<file path="src/rtl/load_store_unit.sv">
// load_store_unit
//   Memory-access stage of the RV32I core. It accepts one decoded load or
//   store, forms the effective address and drives a word-organised data
//   memory through a req/ack handshake. An access that crosses a word
//   boundary is issued as two word transactions. Illegal or out-of-range
//   accesses complete immediately with fault=1 and never touch memory.
//
// Ports
//   clk, rst                 clock, asynchronous active-low reset
//   start / ready            request handshake (ready high only in IDLE)
//   is_load, is_store        access type, sampled at accept
//   funct3                   size/sign, sampled at accept
//   rs1_value, imm           base + offset, sampled at accept
//   rs2_value                store data, sampled at accept
//   mem_req, mem_we          memory request / write enable
//   mem_addr, mem_be         word address and byte-lane enables
//   mem_wdata                lane-positioned write data
//   mem_rdata, mem_ack       read data and transaction-complete strobe
//   done, fault, rd_data     completion pulse, illegal flag, load result
module load_store_unit #(
  parameter int unsigned DMEM_BYTES = 1024
) (
  input  logic        clk,
  input  logic        rst,
  input  logic        start,
  output logic        ready,
  input  logic        is_load,
  input  logic        is_store,
  input  logic [2:0]  funct3,
  input  logic [31:0] rs1_value,
  input  logic [31:0] imm,
  input  logic [31:0] rs2_value,
  output logic        mem_req,
  output logic        mem_we,
  output logic [29:0] mem_addr,
  output logic [3:0]  mem_be,
  output logic [31:0] mem_wdata,
  input  logic [31:0] mem_rdata,
  input  logic        mem_ack,
  output logic        done,
  output logic        fault,
  output logic [31:0] rd_data
);

  typedef enum logic [1:0] {IDLE, ACC0, ACC1, DONE} state_t;

  state_t      state_q;
  logic        is_load_q;
  logic [2:0]  funct3_q;
  logic [1:0]  off_q;
  logic        split_q;
  logic [3:0]  be1_q;
  logic [31:0] wdata1_q;
  logic [31:0] word0_q;
  logic        mem_req_q, mem_we_q;
  logic [29:0] mem_addr_q;
  logic [3:0]  mem_be_q;
  logic [31:0] mem_wdata_q;
  logic        done_q, fault_q;
  logic [31:0] rd_data_q;

  // Accept-time decode of the incoming request
  logic [31:0] addr_d;
  logic [2:0]  size_d;
  logic [3:0]  bmask_d;
  logic        legal_d;
  logic [32:0] last_byte_d;
  logic        fault_d;
  logic [7:0]  lanes_d;
  logic [31:0] sdata_d;
  logic [63:0] sh_d;
  logic        split_d;

  // Completion-time load assembly
  logic [63:0] win_d;
  logic [31:0] ld_raw_d;
  logic [31:0] rd_data_d;

  // Sign/zero extension of the gathered little-endian bytes.
  function automatic logic [31:0] extend_load(input logic [31:0] raw,
                                              input logic [2:0]  f3);
    logic [31:0] r;
    case (f3)
      3'b000:  r = {{24{raw[7]}}, raw[7:0]};
      3'b001:  r = {{16{raw[15]}}, raw[15:0]};
      3'b100:  r = {24'b0, raw[7:0]};
      3'b101:  r = {16'b0, raw[15:0]};
      default: r = raw;
    endcase
    return r;
  endfunction

  always_comb begin
    addr_d  = rs1_value + imm;
    size_d  = 3'd4;
    bmask_d = 4'b1111;
    case (funct3[1:0])
      2'b00: begin size_d = 3'd1; bmask_d = 4'b0001; end
      2'b01: begin size_d = 3'd2; bmask_d = 4'b0011; end
      default: ;
    endcase

    legal_d = 1'b0;
    if (is_load && !is_store)
      legal_d = (funct3 == 3'b000) || (funct3 == 3'b001) || (funct3 == 3'b010) ||
                (funct3 == 3'b100) || (funct3 == 3'b101);
    else if (is_store && !is_load)
      legal_d = (funct3 == 3'b000) || (funct3 == 3'b001) || (funct3 == 3'b010);

    // One extra bit so an address near 2^32 cannot wrap into range.
    last_byte_d = {1'b0, addr_d} + 33'(size_d) - 33'd1;
    fault_d     = !legal_d || (last_byte_d >= 33'(DMEM_BYTES));

    // Lanes and data over an 8-byte window: low half is word 0, high half word 1.
    lanes_d = {4'b0, bmask_d} << addr_d[1:0];
    sdata_d = is_store ? (rs2_value & {{8{bmask_d[3]}}, {8{bmask_d[2]}},
                                       {8{bmask_d[1]}}, {8{bmask_d[0]}}}) : 32'b0;
    sh_d    = {32'b0, sdata_d} << {addr_d[1:0], 3'b000};
    split_d = |lanes_d[7:4];

    // In ACC1 the held word 0 supplies the low bytes of the window.
    win_d     = (state_q == ACC1) ? {mem_rdata, word0_q} : {32'b0, mem_rdata};
    ld_raw_d  = 32'(win_d >> {off_q, 3'b000});
    rd_data_d = is_load_q ? extend_load(ld_raw_d, funct3_q) : 32'b0;
  end

  always_ff @(posedge clk or negedge rst) begin
    if (!rst) begin
      state_q     <= IDLE;
      is_load_q   <= 1'b0;
      funct3_q    <= 3'b0;
      off_q       <= 2'b0;
      split_q     <= 1'b0;
      be1_q       <= 4'b0;
      wdata1_q    <= 32'b0;
      word0_q     <= 32'b0;
      mem_req_q   <= 1'b0;
      mem_we_q    <= 1'b0;
      mem_addr_q  <= 30'b0;
      mem_be_q    <= 4'b0;
      mem_wdata_q <= 32'b0;
      done_q      <= 1'b0;
      fault_q     <= 1'b0;
      rd_data_q   <= 32'b0;
    end else begin
      done_q <= 1'b0;
      case (state_q)
        IDLE: begin
          if (start) begin
            is_load_q <= is_load;
            funct3_q  <= funct3;
            off_q     <= addr_d[1:0];
            split_q   <= split_d;
            be1_q     <= lanes_d[7:4];
            wdata1_q  <= sh_d[63:32];
            if (fault_d) begin
              state_q   <= DONE;
              done_q    <= 1'b1;
              fault_q   <= 1'b1;
              rd_data_q <= 32'b0;
            end else begin
              state_q     <= ACC0;
              mem_req_q   <= 1'b1;
              mem_we_q    <= is_store;
              mem_addr_q  <= addr_d[31:2];
              mem_be_q    <= lanes_d[3:0];
              mem_wdata_q <= sh_d[31:0];
            end
          end
        end
        ACC0, ACC1: begin
          if (mem_ack) begin
            if (state_q == ACC0 && split_q) begin
              // Hand straight over to word 1; mem_req stays high.
              state_q     <= ACC1;
              word0_q     <= mem_rdata;
              mem_addr_q  <= mem_addr_q + 30'd1;
              mem_be_q    <= be1_q;
              mem_wdata_q <= wdata1_q;
            end else begin
              state_q     <= DONE;
              mem_req_q   <= 1'b0;
              mem_we_q    <= 1'b0;
              mem_addr_q  <= 30'b0;
              mem_be_q    <= 4'b0;
              mem_wdata_q <= 32'b0;
              done_q      <= 1'b1;
              fault_q     <= 1'b0;
              rd_data_q   <= rd_data_d;
            end
          end
        end
        DONE: state_q <= IDLE;
        default: state_q <= IDLE;
      endcase
    end
  end

  assign ready     = (state_q == IDLE);
  assign mem_req   = mem_req_q;
  assign mem_we    = mem_we_q;
  assign mem_addr  = mem_addr_q;
  assign mem_be    = mem_be_q;
  assign mem_wdata = mem_wdata_q;
  assign done      = done_q;
  assign fault     = fault_q;
  assign rd_data   = rd_data_q;

endmodule

</file>
<file path="config.mk">
export PLATFORM = sky130hd
export DESIGN_NAME = load_store_unit
export DESIGN_NICKNAME = d
export VERILOG_FILES = /design/src/rtl/load_store_unit.sv
export SDC_FILE = /design/constraint.sdc
export NUM_CORES = 1
export LEC_CHECK = 0
export ABC_AREA = 1
export CELL_PAD_IN_SITES_DETAIL_PLACEMENT = 2
export CELL_PAD_IN_SITES_GLOBAL_PLACEMENT = 2
export CORE_MARGIN = 2
export CORE_UTILIZATION = 29
export CTS_BUF_LIST = sky130_fd_sc_hd__clkbuf_16
export DETAILED_ROUTE_END_ITERATION = 12
export MAX_ROUTING_LAYER = met4
export PLACE_DENSITY_LB_ADDON = 0.2
export SETUP_SLACK_MARGIN = 0.15
export SLEW_MARGIN = 5
export SYNTH_ARGS = -nofsm -noshare
export SYNTH_HDL_FRONTEND = slang
export SYNTH_SLANG_ARGS = --single-unit
</file>
<file path="constraint.sdc">
create_clock -name clk -period 3.7 [get_ports clk]
set_clock_uncertainty 0.05 [all_clocks]
set_input_delay 0.74 -clock clk [delete_from_list [all_inputs] [get_ports clk]]
set_output_delay 0.74 -clock clk [all_outputs]
set_load 0.02 [all_outputs]
</file>
# After elaboration in Yosys (flattened, before gate mapping)
# Cells that the tools add are included.
# Widths: inputs -> output; s select.
dict set report classes {
  n_addsub 4
  n_lt_le_gt_ge 1
  eq_ne 16
  shift 3
  muxes 49
  n_bitwise 1
  n_reduce_logical 24
}
# operator count
set ops {}
lappend ops {{$mux 32} 10}
lappend ops {{$pmux 32 s2} 2}
lappend ops {{$pmux 32 s4} 1}
lappend ops {{$mux 30} 4}
lappend ops {{$mux 64} 1}
lappend ops {{$shl 32x5->64} 1}
lappend ops {{$shr 64x5->32} 1}
lappend ops {{$pmux 30 s2} 1}
lappend ops {{$add 32x3->33} 1}
lappend ops {{$ge 33x11->1 const B} 1}
lappend ops {{$sub 33x1->33 const B} 1}
lappend ops {{$add 32x32->32} 1}
lappend ops {{$and 32x32->32} 1}
lappend ops {{$add 30x1->30 const B} 1}
lappend ops {{$mux 4} 4}
lappend ops {{$pmux 4 s2} 2}
lappend ops {{$mux 1} 15}
lappend ops {{$eq 3x3->1 const B} 4}
lappend ops {{$reduce_and 5->1} 2}
lappend ops {{$ne 2x2->1 const B} 4}
lappend ops {{$pmux 1 s2} 4}
lappend ops {{$shl 4x2->8} 1}
lappend ops {{$eq 3x1->1 const B} 2}
lappend ops {{$logic_not 3->1} 2}
lappend ops {{17 further kinds} 31}
dict set report totals {
  ff_bits 179
  in_bits 137
  out_inout_bits 103
  wordCells 114
}

# Longest topological paths before layout
dict set report logic_depth {
  word_depth 11
  ltp_mapped 36
  ltp_nobuf 34
}

# Least setup slack after synthesis
# Ideal clock, no wire load.
dict set report synth_path {
  path_type {input port to flip-flop}
  startpoint {input port rs1_value[0]}
  endpoint {register mem_addr_q[4] (netlist: mem_addr[4])}
  setup_time_ns 0.118
  arrival_time_ns 4.990
  t_required_ns 3.532
  path_slack_ns -1.458
  cell_stages 34
  path_buffers 4
  cell_sequence {ha_1 fa_1 clkbuf_1 inv_1 clkbuf_1 ha_1 inv_1 ha_1 inv_1 fa_1 nor2_1 nand2_1 nor2_1 o211ai_1 nand2_1 nand4_1 nand2_1 nand2_1 nand2_1 nand2_1 nand3_1 nand3_1 inv_2 nand2_1 nor2_1 nand3_1 nor2_2 nand2_2 nand2_4 nand2_2 buf_6 buf_6 nand2_1 nand2_1}
}
dict set report synth_between {
  elab_chain_len 7
  word_cells_on_any_way 10
  classes_between {add/sub (3); order compare (1); eq/ne (1); mux (3); reduce/logical (2)}
}
# item line_no
set synth_rtl {}
lappend synth_rtl {{start: declaration} 30} ;# input logic [31:0] rs1_value,
lappend synth_rtl {{$add 32x32->32} 94} ;# addr_d = rs1_value + imm;
lappend synth_rtl {{named net addr_d[1]} 63} ;# logic [31:0] addr_d;
lappend synth_rtl {{$add 32x3->33} 111} ;# last_byte_d = {1'b0, addr_d} + 33'(size_d) - 33'd1;
lappend synth_rtl {{$sub 33x1->33} 111}
lappend synth_rtl {{$ge 33x11->1} 112} ;# fault_d = !legal_d || (last_byte_d >= 33'(DMEM_BYTES));
lappend synth_rtl {{$logic_or 1x1->1} 112}
lappend synth_rtl {{$ne 2x2->1 (no line)} --}
lappend synth_rtl {{$reduce_and 4->1 (no line)} --}
lappend synth_rtl {{end signal: assignment} 165} ;# mem_addr_q <= addr_d[31:2];
lappend synth_rtl {{end signal: assignment} 177} ;# mem_addr_q <= mem_addr_q + 30'd1;
lappend synth_rtl {{end: declaration} 56} ;# logic [29:0] mem_addr_q;
# The timed path passes the listed nets, and every way through them passes these cells. The select of a mux whose other input is x is not followed.
# A chain may end at the register's enable or synchronous reset.

# Worst setup path after layout
dict set report layout_path {
  startpoint {input port imm[0]}
  endpoint {register mem_wdata_q[14] (netlist: mem_wdata[14])}
}
dict set report layout_between {
  elab_chain_len 7
  word_cells_on_any_way 11
  classes_between {add/sub (3); order compare (1); eq/ne (1); shift (1); mux (3); reduce/logical (2)}
}
# item line_no
set layout_rtl {}
lappend layout_rtl {{start: declaration} 31} ;# input logic [31:0] imm,
lappend layout_rtl {{$add 32x32->32 (*)} 94}
lappend layout_rtl {{$add 32x3->33} 111}
lappend layout_rtl {{$sub 33x1->33} 111}
lappend layout_rtl {{$ge 33x11->1} 112}
lappend layout_rtl {{$logic_or 1x1->1} 112}
lappend layout_rtl {{$ne 2x2->1 (no line)} --}
lappend layout_rtl {{$reduce_and 4->1 (no line)} --}
lappend layout_rtl {{end signal: assignment} 167} ;# mem_wdata_q <= sh_d[31:0];
lappend layout_rtl {{end signal: assignment} 179} ;# mem_wdata_q <= wdata1_q;
lappend layout_rtl {{end: declaration} 58} ;# logic [31:0] mem_wdata_q;
# Mark *: on every way between the ends. The rest lies on a longest branch, timed or not. The select of a mux whose other input is x is not followed.

==> flow_results.xml <==
<?xml version="1.0" encoding="UTF-8"?>
<metrics>
  <group name="status">
    <metric name="run_status" unit="">complete, but fails checks</metric>
    <metric name="failed_checks" unit="">setup timing</metric>
  </group>
  <group name="clock_tree">
    <metric name="cts.sink_count" unit="">170</metric>
    <metric name="cts-hold-fix-buffers" unit="">0</metric>
    <metric name="clk_pin_slew_worst_paths" unit="ns">0.07</metric>
    <metric name="max-clock-path-buffers" unit="">2</metric>
    <metric name="ctsRootBufferMaster" unit="">sky130_fd_sc_hd__clkbuf_16</metric>
    <metric name="tritoncts" unit="">yes</metric>
    <metric name="number_of_buffers_added_by_the_clock_tree_synthesis_step" unit="">17</metric>
    <metric name="maximum_level_of_the_cts_h_tree" unit="">4</metric>
    <metric name="clock_insertion_delay_worst_skew" unit="ns">0.47</metric>
  </group>
  <group name="floorplanning">
    <metric name="io_pins" unit="">240</metric>
    <metric name="die_w" unit="um">227</metric>
    <metric name="rows" unit="">81</metric>
    <metric name="die_h" unit="um">227</metric>
    <metric name="floorplan_core_area" unit="sq um">49100</metric>
    <metric name="initial_standard_cell_utilization_of_the_core" unit="">0.294</metric>
    <metric name="design.die.area" unit="sq um">51600</metric>
  </group>
  <group name="sta">
    <metric name="post-route-worst-setup-slack" unit="ns">-1.25</metric>
    <metric name="report.final.slew_viol_count" unit="">0</metric>
    <metric name="fmax" unit="GHz">0.202</metric>
    <metric name="min_period_over_period" unit="">1.34</metric>
    <metric name="rsz0062_at_grt" unit="">true</metric>
    <metric name="final_hold_viol_count" unit="">0</metric>
    <metric name="period_minus_slack" unit="ns">4.95</metric>
    <metric name="timing_worst_slew_pin_value" unit="ns">1.06</metric>
    <metric name="setup_tns" unit="ns">-121.40</metric>
    <metric name="setup_violations" unit="">103</metric>
    <metric name="max_slew_margin" unit="">0.291</metric>
  </group>
  <group name="synth">
    <metric name="postSynthAreaPerCell" unit="sq um">6.33</metric>
    <metric name="synth_seq_area_share" unit="">0.295</metric>
    <metric name="proportion_of_synthesized_flip_flops_having_asynchronous_set_or_reset" unit="">1.00</metric>
    <metric name="yosysTopAreaCell" unit="">sky130_fd_sc_hd__dfrtp_1</metric>
    <metric name="synth_cell_types" unit="">51</metric>
    <metric name="synth_enable_flop_cells" unit="">0</metric>
    <metric name="yosys.area.top_type_share" unit="">0.295</metric>
    <metric name="synth-warning-count" unit="">0</metric>
    <metric name="postSynthCellCount" unit="">2281</metric>
    <metric name="netlist_area" unit="sq um">14400</metric>
    <metric name="postSynthRegisterBits" unit="">170</metric>
    <metric name="synth.area.top_cells" unit="">sky130_fd_sc_hd__dfrtp_1 29%, sky130_fd_sc_hd__nand2_1 20%, sky130_fd_sc_hd__nand3_1 7.1%</metric>
    <metric name="postSynthNetCount" unit="">2483</metric>
    <metric name="ys_dominant_reg_cell" unit="">sky130_fd_sc_hd__dfrtp_1</metric>
  </group>
  <group name="cells_and_area">
    <metric name="area.growth.synth_to_final" unit="%">59.9</metric>
    <metric name="layout.cells.most_common_list" unit="">622 x sky130_fd_sc_hd__nand2_1, 355 x sky130_fd_sc_hd__buf_4, 197 x sky130_fd_sc_hd__inv_1</metric>
    <metric name="n_fill_cell" unit="">5625</metric>
    <metric name="antenna_cells_inserted" unit="">0</metric>
    <metric name="seq_area" unit="sq um">4250</metric>
    <metric name="design.final.nets" unit="">3041</metric>
    <metric name="final_design_area_excluding_fillers" unit="sq um">23100</metric>
    <metric name="area_occupied_by_multi_input_gates" unit="sq um">10700</metric>
    <metric name="layout.cells.most_common" unit="">sky130_fd_sc_hd__nand2_1</metric>
    <metric name="final_layout_size_suffix_gt1_frac" unit="">0.298</metric>
  </group>
  <group name="detailed_routing">
    <metric name="initialDrtViolationCount" unit="">1251</metric>
    <metric name="wirelength" unit="um">84200</metric>
    <metric name="vias" unit="">19100</metric>
    <metric name="drtPass1Iterations" unit="">5</metric>
    <metric name="remaining_drc_errors" unit="">0</metric>
    <metric name="avgRoutedWirePerCell" unit="um">23.9</metric>
    <metric name="via_per_inst" unit="">5.44</metric>
    <metric name="antenna_left" unit="">0</metric>
  </group>
  <group name="worst_setup_path">
    <metric name="worst_path_most_repeated_cell" unit="">sky130_fd_sc_hd__nand2_1</metric>
    <metric name="cp_arrival" unit="ns">5.26</metric>
    <metric name="timing.critical_path.to_type" unit="">flip-flop</metric>
    <metric name="timing.critical_path.slowest_cell_delay" unit="ns">0.42</metric>
    <metric name="setup.worst_path.start_class" unit="">input port</metric>
    <metric name="worst-path-max-fanout" unit="">8</metric>
    <metric name="critPathKind" unit="">in -&gt; reg</metric>
    <metric name="crit_required" unit="ns">4.01</metric>
    <metric name="critical-path-slowest-cell" unit="">sky130_fd_sc_hd__fa_2</metric>
  </group>
  <group name="grt">
    <metric name="track_usage" unit="">0.308</metric>
    <metric name="grt_antenna_before_repair" unit="">0</metric>
    <metric name="largest_net_degree_at_the_start_of_global_routing" unit="">64</metric>
    <metric name="overflow" unit="">0</metric>
    <metric name="grt_pass1_wl" unit="um">120000</metric>
    <metric name="grt_pass1_vias" unit="">21100</metric>
  </group>
  <group name="placement">
    <metric name="placement.io_buffers" unit="">239</metric>
    <metric name="placed_area" unit="sq um">19800</metric>
    <metric name="place_hpwl" unit="um">54000</metric>
    <metric name="final_weighted_congestion_in_routability_driven_placement" unit="">0.881</metric>
  </group>
  <group name="power_and_ir_drop">
    <metric name="leakage" unit="uW">0.0112</metric>
    <metric name="irDropWorstVdd" unit="V">0.000522</metric>
    <metric name="p_per_area" unit="nW/um^2">771</metric>
  </group>
  <group name="min_path">
    <metric name="hp-class" unit="">in -&gt; async</metric>
  </group>
  <group name="run">
    <metric name="maxCapViolations" unit="">0</metric>
  </group>
</metrics>
sequential cells by signal, indices dropped and copies added, names as in the netlist, 2 cells and up:
name / count
mem_addr: 30
mem_wdata: 32
funct3_q: 3
mem_be: 4
state_q: 2
be1_q: 3
rd_data: 32
word0_q: 32
off_q: 2
wdata1_q: 24
what timing repair did:
item / 4_1_cts / 5_1_grt
pin swaps: 105 / 85
endpoints found under the setup margin: 103 / 103
gates cloned: 6 / 9
resized for setup: 325 / 216
setup buffers: 47 / 23
per-stage QoR:
step | util | setup slack, ns | instances | hold WS (ns) | total power (uW)
after global routing | 0.471 | -1.49 | 3516 | 0.289 | 18800
after detailed placement | 0.404 | -2.32 | 3399 | 0.419 | 12900
after floorplan | - | -1.04 | 2281 | 0.394 | 8590
after global placement | 0.404 | -1.99 | 3399 | 0.405 | 12400
final | 0.471 | -1.25 | 3516 | 0.253 | 17800
after CTS | 0.449 | -0.887 | 3484 | 0.277 | 16000
routing by layer:
layer  part of all wire  GRT usage
met5                  0          -
met4              0.032     0.0945
met3              0.033     0.0256
met2               0.54      0.575
met1               0.40      0.348
cell type report:
type	instances	area share
flip-flops and latches	170	0.184
clock buffers	17	0.0184
inverters	242	0.0398
multi-input cells	1770	0.465
clock inverters	15	0.00688
well taps	664	0.0360
repair buffers	638	0.250
synth_stat cells, types with 6 or more instances:
| cell type | number |
|---|---|
| sky130_fd_sc_hd__o31ai_1 | 8 |
| sky130_fd_sc_hd__dfrtp_1 | 170 |
| sky130_fd_sc_hd__nor2_2 | 14 |
| sky130_fd_sc_hd__a21oi_1 | 82 |
| sky130_fd_sc_hd__buf_1 | 10 |
| sky130_fd_sc_hd__clkbuf_1 | 71 |
| sky130_fd_sc_hd__o21ai_1 | 6 |
| sky130_fd_sc_hd__inv_1 | 215 |
| sky130_fd_sc_hd__a31oi_1 | 36 |
| sky130_fd_sc_hd__xor2_1 | 17 |
| sky130_fd_sc_hd__xnor2_1 | 11 |
| sky130_fd_sc_hd__nand2_1 | 784 |
| sky130_fd_sc_hd__nor4_1 | 6 |
| sky130_fd_sc_hd__o22ai_1 | 52 |
| sky130_fd_sc_hd__nor2_1 | 149 |
| sky130_fd_sc_hd__o21ai_0 | 146 |
| sky130_fd_sc_hd__nor3_1 | 41 |
| sky130_fd_sc_hd__o21bai_1 | 8 |
| sky130_fd_sc_hd__buf_2 | 9 |
| sky130_fd_sc_hd__ha_1 | 63 |
| sky130_fd_sc_hd__clkinv_1 | 6 |
| sky130_fd_sc_hd__nand4_1 | 27 |
| sky130_fd_sc_hd__inv_2 | 21 |
| sky130_fd_sc_hd__o211ai_1 | 14 |
| sky130_fd_sc_hd__o221ai_1 | 16 |
| sky130_fd_sc_hd__nand2_2 | 28 |
| sky130_fd_sc_hd__nand3_1 | 206 |
worst paths after layout:
kind	start	end	slack, ns	cells past startpoint
max in group asynchronous	rst	rd_data[29]	2.51	2
worst min register to register	mem_wdata[26]	mem_wdata[26]	0.43	2
worst max-delay path	imm[0]	mem_wdata[14]	-1.25	32
worst min-delay path	rst	mem_wdata[8]	0.25	1
worst max register to register	mem_addr[2]	mem_addr[29]	-0.33	20
min in group clk	mem_wdata[26]	mem_wdata[26]	0.43	2
critical path, delay by kind of cell:
kind	cells	cell delay (ns)
buffers and inverters	5	0.84
adders and majority gates	4	1.17
and+or+nand+nor	21	2.12
AOI/OAI and AO/OA	1	0.13
xor gates and xnor gates	1	0.21
power by group:
group | internal (uW) | switching, uW | total [uW]
combinational | 4940 | 7520 | 12500
sequential | 2630 | 807 | 3440
clock | 956 | 949 | 1910
total | 8520 | 9270 | 17800
cell families after synthesis:
kind of cell,synth area share
simple gates,0.373
compound gates,0.157
buf+inv,0.0936
flops,0.295
fa+ha+maj,0.0574
xor+xnor,0.0170
mux,0.00737
Note: power is estimated with default switching activity, not from simulation.
